File: src/rtl/mem_access.sv
// Load/store stage: one bus transaction per op, IDLE -> BUSY -> DONE, 3 cycles minimum.
// Holds the pipeline through stallreq while the bus cycle is outstanding, and releases it when the ack arrives.
module mem_access #(
  parameter int DW  = 32,
  parameter int RAW = 5
) (
  input  logic           clk,
  input  logic           rst,
  input  logic [RAW-1:0] mem_wd_i,
  input  logic           mem_wreg_i,
  input  logic [DW-1:0]  mem_wdata_i,
  input  logic [3:0]     mem_op_i,
  input  logic [DW-1:0]  mem_addr_i,
  input  logic [DW-1:0]  mem_sdata_i,
  input  logic           flush,
  output logic [RAW-1:0] mem_wd,
  output logic           mem_wreg,
  output logic [DW-1:0]  mem_wdata,
  output logic           stallreq,
  output logic           addr_err,
  output logic           dbus_req,
  output logic           dbus_we,
  output logic [DW-1:0]  dbus_addr,
  output logic [3:0]     dbus_sel,
  output logic [DW-1:0]  dbus_wdata,
  input  logic [DW-1:0]  dbus_rdata,
  input  logic           dbus_ack
);

  localparam logic [3:0] OP_LB = 4'd1, OP_LBU = 4'd2, OP_LH = 4'd3, OP_LHU = 4'd4,
                         OP_LW = 4'd5, OP_SB  = 4'd6, OP_SH = 4'd7, OP_SW  = 4'd8;

  typedef enum logic [1:0] {IDLE, BUSY, DONE} state_t;
  state_t state, state_nxt;

  logic          is_load, is_store, is_mem, misalign, launch;
  logic [1:0]    size;  // 0 byte, 1 half, 2 word
  logic [3:0]    sel_c;
  logic [DW-1:0] swdata_c;
  logic [3:0]    op_q;
  logic [1:0]    off_q;
  logic [7:0]    rbyte;
  logic [15:0]   rhalf;
  logic [DW-1:0] ld_ext, result;
  logic          cancel;

  always_comb begin
    is_load  = 1'b0;
    is_store = 1'b0;
    size     = 2'd0;
    case (mem_op_i)
      OP_LB, OP_LBU: begin is_load  = 1'b1; size = 2'd0; end
      OP_LH, OP_LHU: begin is_load  = 1'b1; size = 2'd1; end
      OP_LW:         begin is_load  = 1'b1; size = 2'd2; end
      OP_SB:         begin is_store = 1'b1; size = 2'd0; end
      OP_SH:         begin is_store = 1'b1; size = 2'd1; end
      OP_SW:         begin is_store = 1'b1; size = 2'd2; end
      default:       ;
    endcase
    is_mem   = is_load | is_store;
    misalign = is_mem & (((size == 2'd1) & mem_addr_i[0]) |
                         ((size == 2'd2) & (mem_addr_i[1:0] != 2'b00)));
    launch   = (state == IDLE) & is_mem & ~misalign & ~flush & ~rst;

    // Lane 0 of the bus is the most significant byte.
    case (size)
      2'd0:    sel_c = 4'b1000 >> mem_addr_i[1:0];
      2'd1:    sel_c = mem_addr_i[1] ? 4'b0011 : 4'b1100;
      default: sel_c = 4'b1111;
    endcase
    case (size)
      2'd0:    swdata_c = DW'({4{mem_sdata_i[7:0]}});
      2'd1:    swdata_c = DW'({2{mem_sdata_i[15:0]}});
      default: swdata_c = mem_sdata_i;
    endcase
  end

  always_comb begin
    case (off_q)
      2'd0:    rbyte = dbus_rdata[31:24];
      2'd1:    rbyte = dbus_rdata[23:16];
      2'd2:    rbyte = dbus_rdata[15:8];
      default: rbyte = dbus_rdata[7:0];
    endcase
    rhalf = off_q[1] ? dbus_rdata[15:0] : dbus_rdata[31:16];
    case (op_q)
      OP_LB:   ld_ext = {{(DW-8){rbyte[7]}}, rbyte};
      OP_LBU:  ld_ext = {{(DW-8){1'b0}}, rbyte};
      OP_LH:   ld_ext = {{(DW-16){rhalf[15]}}, rhalf};
      OP_LHU:  ld_ext = {{(DW-16){1'b0}}, rhalf};
      default: ld_ext = dbus_rdata;
    endcase
  end

  always_ff @(posedge clk) begin
    if (rst) state <= IDLE;
    else     state <= state_nxt;
  end

  always_comb begin
    state_nxt = state;
    case (state)
      IDLE:    if (launch) state_nxt = BUSY;
      BUSY:    if (dbus_ack) state_nxt = DONE;
      DONE:    state_nxt = IDLE;
      default: state_nxt = IDLE;
    endcase
  end

  always_ff @(posedge clk) begin
    if (rst) begin
      dbus_req   <= 1'b0;
      dbus_we    <= 1'b0;
      dbus_addr  <= '0;
      dbus_sel   <= 4'b0000;
      dbus_wdata <= '0;
      op_q       <= 4'd0;
      off_q      <= 2'd0;
      result     <= '0;
      cancel     <= 1'b0;
    end else begin
      if (launch) begin
        dbus_req   <= 1'b1;
        dbus_we    <= is_store;
        dbus_addr  <= {mem_addr_i[DW-1:2], 2'b00};
        dbus_sel   <= sel_c;
        dbus_wdata <= swdata_c;
        op_q       <= mem_op_i;
        off_q      <= mem_addr_i[1:0];
      end else if ((state == BUSY) && dbus_ack) begin
        dbus_req <= 1'b0;
        result   <= ld_ext;
      end
      // A flush mid-transaction only suppresses the write-back; the bus cycle still completes.
      if (state == DONE)                 cancel <= 1'b0;
      else if ((state == BUSY) && flush) cancel <= 1'b1;
    end
  end

  always_comb begin
    mem_wd    = mem_wd_i;
    mem_wreg  = mem_wreg_i;
    mem_wdata = mem_wdata_i;
    stallreq  = 1'b0;
    addr_err  = 1'b0;
    if (!rst) begin
      case (state)
        IDLE: begin
          if (flush) begin
            mem_wreg = 1'b0;
          end else if (is_mem) begin
            mem_wreg = 1'b0;
            addr_err = misalign;
            stallreq = ~misalign;
          end
        end
        BUSY: begin
          mem_wreg = 1'b0;
          stallreq = 1'b1;
        end
        DONE: begin
          if (dbus_we || cancel || flush) mem_wreg = 1'b0;
          if (!dbus_we) mem_wdata = result;
        end
        default: ;
      endcase
    end
  end

endmodule

File: config.mk
export PLATFORM = sky130hd
export DESIGN_NAME = mem_access
export DESIGN_NICKNAME = d
export VERILOG_FILES = /design/src/rtl/mem_access.sv
export SDC_FILE = /design/constraint.sdc
export NUM_CORES = 1
export LEC_CHECK = 0
export CORE_MARGIN = 2
export CORE_UTILIZATION = 30
export CTS_CLUSTER_DIAMETER = 100
export DETAILED_ROUTE_END_ITERATION = 6
export GPL_ROUTABILITY_DRIVEN = 1
export GPL_TIMING_DRIVEN = 0
export REMOVE_ABC_BUFFERS = 1
export SYNTH_ARGS = -nofsm -noshare
export SYNTH_HDL_FRONTEND = slang
export SYNTH_SLANG_ARGS = --single-unit
File: constraint.sdc
create_clock -name clk -period 5.4 [get_ports clk]
set_clock_uncertainty 0.1 [all_clocks]
set_input_delay 1.08 -clock clk [delete_from_list [all_inputs] [get_ports clk]]
set_output_delay 1.08 -clock clk [all_outputs]
set_load 0.01 [all_outputs]
==> summary.md <==
| Metric | Value |
|---|---|
| Reg2Reg Depth | `8` |
| Total track usage | `0.201` |
| Clk pwr share | `0.326` |
| Worst ir drop on vdd | `0.145 mV` |
| Layout cells sized above 1 | `0.108` |
| DRT Wirelength | `22.5 mm` |
| Clk_lat worst skew | `0.35 ns` |
| Initial core utilization | `0.305` |
| Fin Setup TNS | `0 ns` |
| Synth Flop Type | `dfxtp_1` |
| CP cell instances | `dlygate4sd2_1 > mux2i_1 > o22a_2 > buf_12 > a31oi_1 > nor3_1 > clkdlybuf4s50_1` |
| Slowest CP cell | `dlygate4sd2_1` |
| TritonCTS clock tree | `built` |
| Crit-path max FO | `34` |
| TritonCTS Buffers | `9` |
| Final core utilization | `0.449` |
| DR pass1 iterations | `6` |
| Switching share of power | `0.309` |
| Clock transition at path regs | `0.09 ns` |
| Post-route antenna net violation count | `0` |
| Area Growth Syn to Fin | `47.2%` |
| CP max stage delay | `0.78 ns` |
| Final Cycle Share | `0.970` |
| Final net count | `1006` |
| Fin worst setup slack | `0.161 ns` |
| Distinct cells, synth | `61` |
| Mapped Avg Cell Area | `8.99 um^2` |
| Rows | `52` |
| Remaining routing DRC violations | `0` |
| Crit Path Category | `primary input to output port` |
| Slew Limit Fails | `0` |
| Core Area | `20200 um^2` |
| Fill cells | `1950` |
| Arrival @ worst endpoint | `4.06 ns` |
| Die X | `147 um` |
| Worst Tran Pin Value | `1.35 ns` |
| Critical Path Sink Type | `output port` |
| Final RePlAce weighted congestion | `0.732` |
| Psw | `0.654 mW` |
| Pwr dens | `233 nW/um^2` |
| Synthesis Warnings | `0` |
| Antenna violations before repair | `0` |
| Startpoint Class | `primary input` |
| Initial DRC Count | `343` |
| Leakage | `3.00 nW` |
| Die Height | `147 um` |
| Via count | `6334` |
| GRT overflow | `0` |
| CP Launch Point | `mem_op_i[1]` |
| Cells after DPL | `1123` |
| Worst Setup EP | `stallreq` |
| EDFF count, synth | `0` |
| Mapped Cells | `687` |
| Clock buffer depth | `2` |
| Final setup fails | `0` |
| Die ar. | `21800 um^2` |
| Sink Count | `109` |
| Sequential power share | `0.417` |
| Vias in the first global route | `6127` |
| Max_cap viols | `0` |
| First-pass GRT wire length | `34.9 mm` |
| Post-synthesis sequential area ratio | `0.353` |
| R2R Setup Slk | `2.45 ns` |
| Data required, critical path | `4.22 ns` |
| Antenna Cells | `0` |
| FF-to-FF End | `dbus_wdata[25]` |
| Layout Cells excl Fill | `1139` |
| HPWL Detailed | `15.4 mm` |
| FF-to-FF Start | `state[1]` |
| # port buffers | `239` |
| Drt wl/cell | `19.8 um` |
| Min cycle time layout | `5.24 ns` |
| Pin count of the biggest net entering global routing | `70` |
| Routed vias/inst | `5.56` |
| Fraction of registers with async set or reset after synthesis | `0` |
| Int Power | `1.46 mW` |
| #FFs+latches synth | `109` |
| Synthesized area | `6180 um^2` |
| Pre-CTS WS | `-0.150 ns` |
| Final hold violations | `0` |
| Max_slew headroom | `0.0968` |
| Ports | `252` |
| Root Driver | `clkbuf_16` |
| RSZ-0062 raised after global routing | `true` |
| Status | `finished clean` |
| FMAX | `191 MHz` |
| H-Tree Depth | `3` |
| Worst hold path class | `flip-flop to flip-flop` |
| Comb power frac | `0.257` |
| Hold Buf Count CTS | `0` |
==> logic make-up (layout without fill, tap and decap cells) <==
kind of cell           count (synthesis)  count (layout)  share of synthesized area
flip-flops                           109             109                      0.353
other                                  1               2                   0.000607
XOR/XNOR                               1               1                    0.00142
AND/OR/NAND/NOR                      173             173                      0.155
buffers and inverters                 99             280                     0.0756
multiplexers                          60              60                      0.119
AO/OA/AOI/OAI                        244             244                      0.295
==> cell type report <==
class	instances	area (um^2)	share of cell area
timing repair buffer	253	2650	0.292
clock inverter	7	73.8	0.00812
sequential	109	2180	0.240
tap	270	338	0.0372
clock buffer	9	225	0.0248
inverter	11	41.3	0.00454
multi-input combinational	480	3580	0.394
==> registers in the layout (all words and copies together), names as in the netlist <==
name	flops
dbus_addr	30
state	2
cancel	1
dbus_req	1
dbus_sel	4
result	32
off_q	2
op_q	4
dbus_we	1
dbus_wdata	32
==> synthesized netlist by cell type, drive strengths merged, types with 2 or more instances <==
cell	instances	share of area
o2bb2ai	7	0.0099
nor4b	2	0.0038
o221ai	8	0.011
o21a	2	0.0024
a221oi	8	0.011
mux4	7	0.026
a21boi	2	0.0024
dfxtp	109	0.35
a211oi	45	0.065
nand2	26	0.016
nand3	3	0.0024
a311oi	3	0.0043
a222oi	8	0.013
o21ai	29	0.025
or4b	2	0.0038
o32ai	8	0.021
nand2b	9	0.0091
inv	11	0.0067
nand3b	2	0.0024
buf	42	0.041
nor3b	10	0.012
clkbuf	46	0.028
nor2	48	0.032
mux2	39	0.071
a21oi	49	0.040
nor3	9	0.0073
a31oi	15	0.015
mux2i	14	0.023
o31ai	54	0.066
nand4	44	0.046
nor2b	10	0.010
==> what timing repair did <==
| item | 4_1_cts | 5_1_grt |
|---|---|---|
| gates resized for setup | 2 | 1 |
| cloned | 0 | 0 |
| buffers inserted | 0 | 0 |
| setup endpoints to repair | 2 | 1 |
==> cell usage in the layout (no fill, tap or decap), types with 8 or more instances in the layout <==
cell type and instances:
mux2i_1 14, o21ai_0 17, nand2_1 26, o21ai_1 10, a211oi_2 13, a222oi_1 8
clkdlybuf4s50_1 235, nand2b_1 9, a21oi_1 48, a211oi_1 32, a31oi_1 14, clkbuf_16 9
nand4_1 43, dfxtp_1 109, o31ai_1 54, mux2_2 20, nor3b_1 10, mux2_1 19
nor2b_1 10, o32ai_2 8, nor2_1 47, a221oi_1 8, o221ai_1 8, inv_1 11
==> layer usage <==
| layer | vias to the layer above | share of wire | GRT usage |
|---|---|---|---|
| met1 | 3053 | 0.44 | 0.259 |
| met5 | - | 0 | 0 |
| met4 | 0 | 0.014 | 0.0476 |
| met3 | 18 | 0.099 | 0.0753 |
| li1 | 3004 | - | - |
| met2 | 259 | 0.45 | 0.319 |
==> how the worst min path moves through the flow <==
stage	start	endpoint	depth (start not counted)
after floorplan	result[15]	result[15]	2
after global placement	dbus_addr[28]	dbus_addr[28]	2
after detailed placement	dbus_addr[12]	dbus_addr[12]	2
after CTS	dbus_addr[19]	dbus_addr[19]	2
after global routing	dbus_addr[27]	dbus_addr[27]	2
final	dbus_addr[19]	dbus_addr[19]	2
==> power by group through the flow <==
| stage | sequential, mW | combinational (mW) | clock (mW) |
|---|---|---|---|
| after floorplan | 0.910 | 0.213 | 0 |
| after global placement | 0.901 | 0.521 | 0 |
| after detailed placement | 0.902 | 0.544 | 0 |
| after CTS | 0.883 | 0.546 | 0.713 |
| after global routing | 0.891 | 0.586 | 0.744 |
| final | 0.883 | 0.544 | 0.691 |
==> stage by stage <==
stage               total power, mW  area (um^2)  hold WS, ns
floorplan                      1.12         5760        0.369
global placement               1.42         8490        0.355
detailed placement             1.45         8790        0.361
CTS                            2.14         9090        0.372
global route                   2.22         9090        0.391
finish                         2.12         9090        0.370
==> worst max-delay path, delay by kind of cell <==
kind                   cells  cell delay (ns)
buffers and inverters      3             1.63
AOI/OAI and AO/OA          2             0.77
muxes                      1             0.41
and+or+nand+nor            1             0.15
Note: power is estimated with default switching activity, not from simulation.
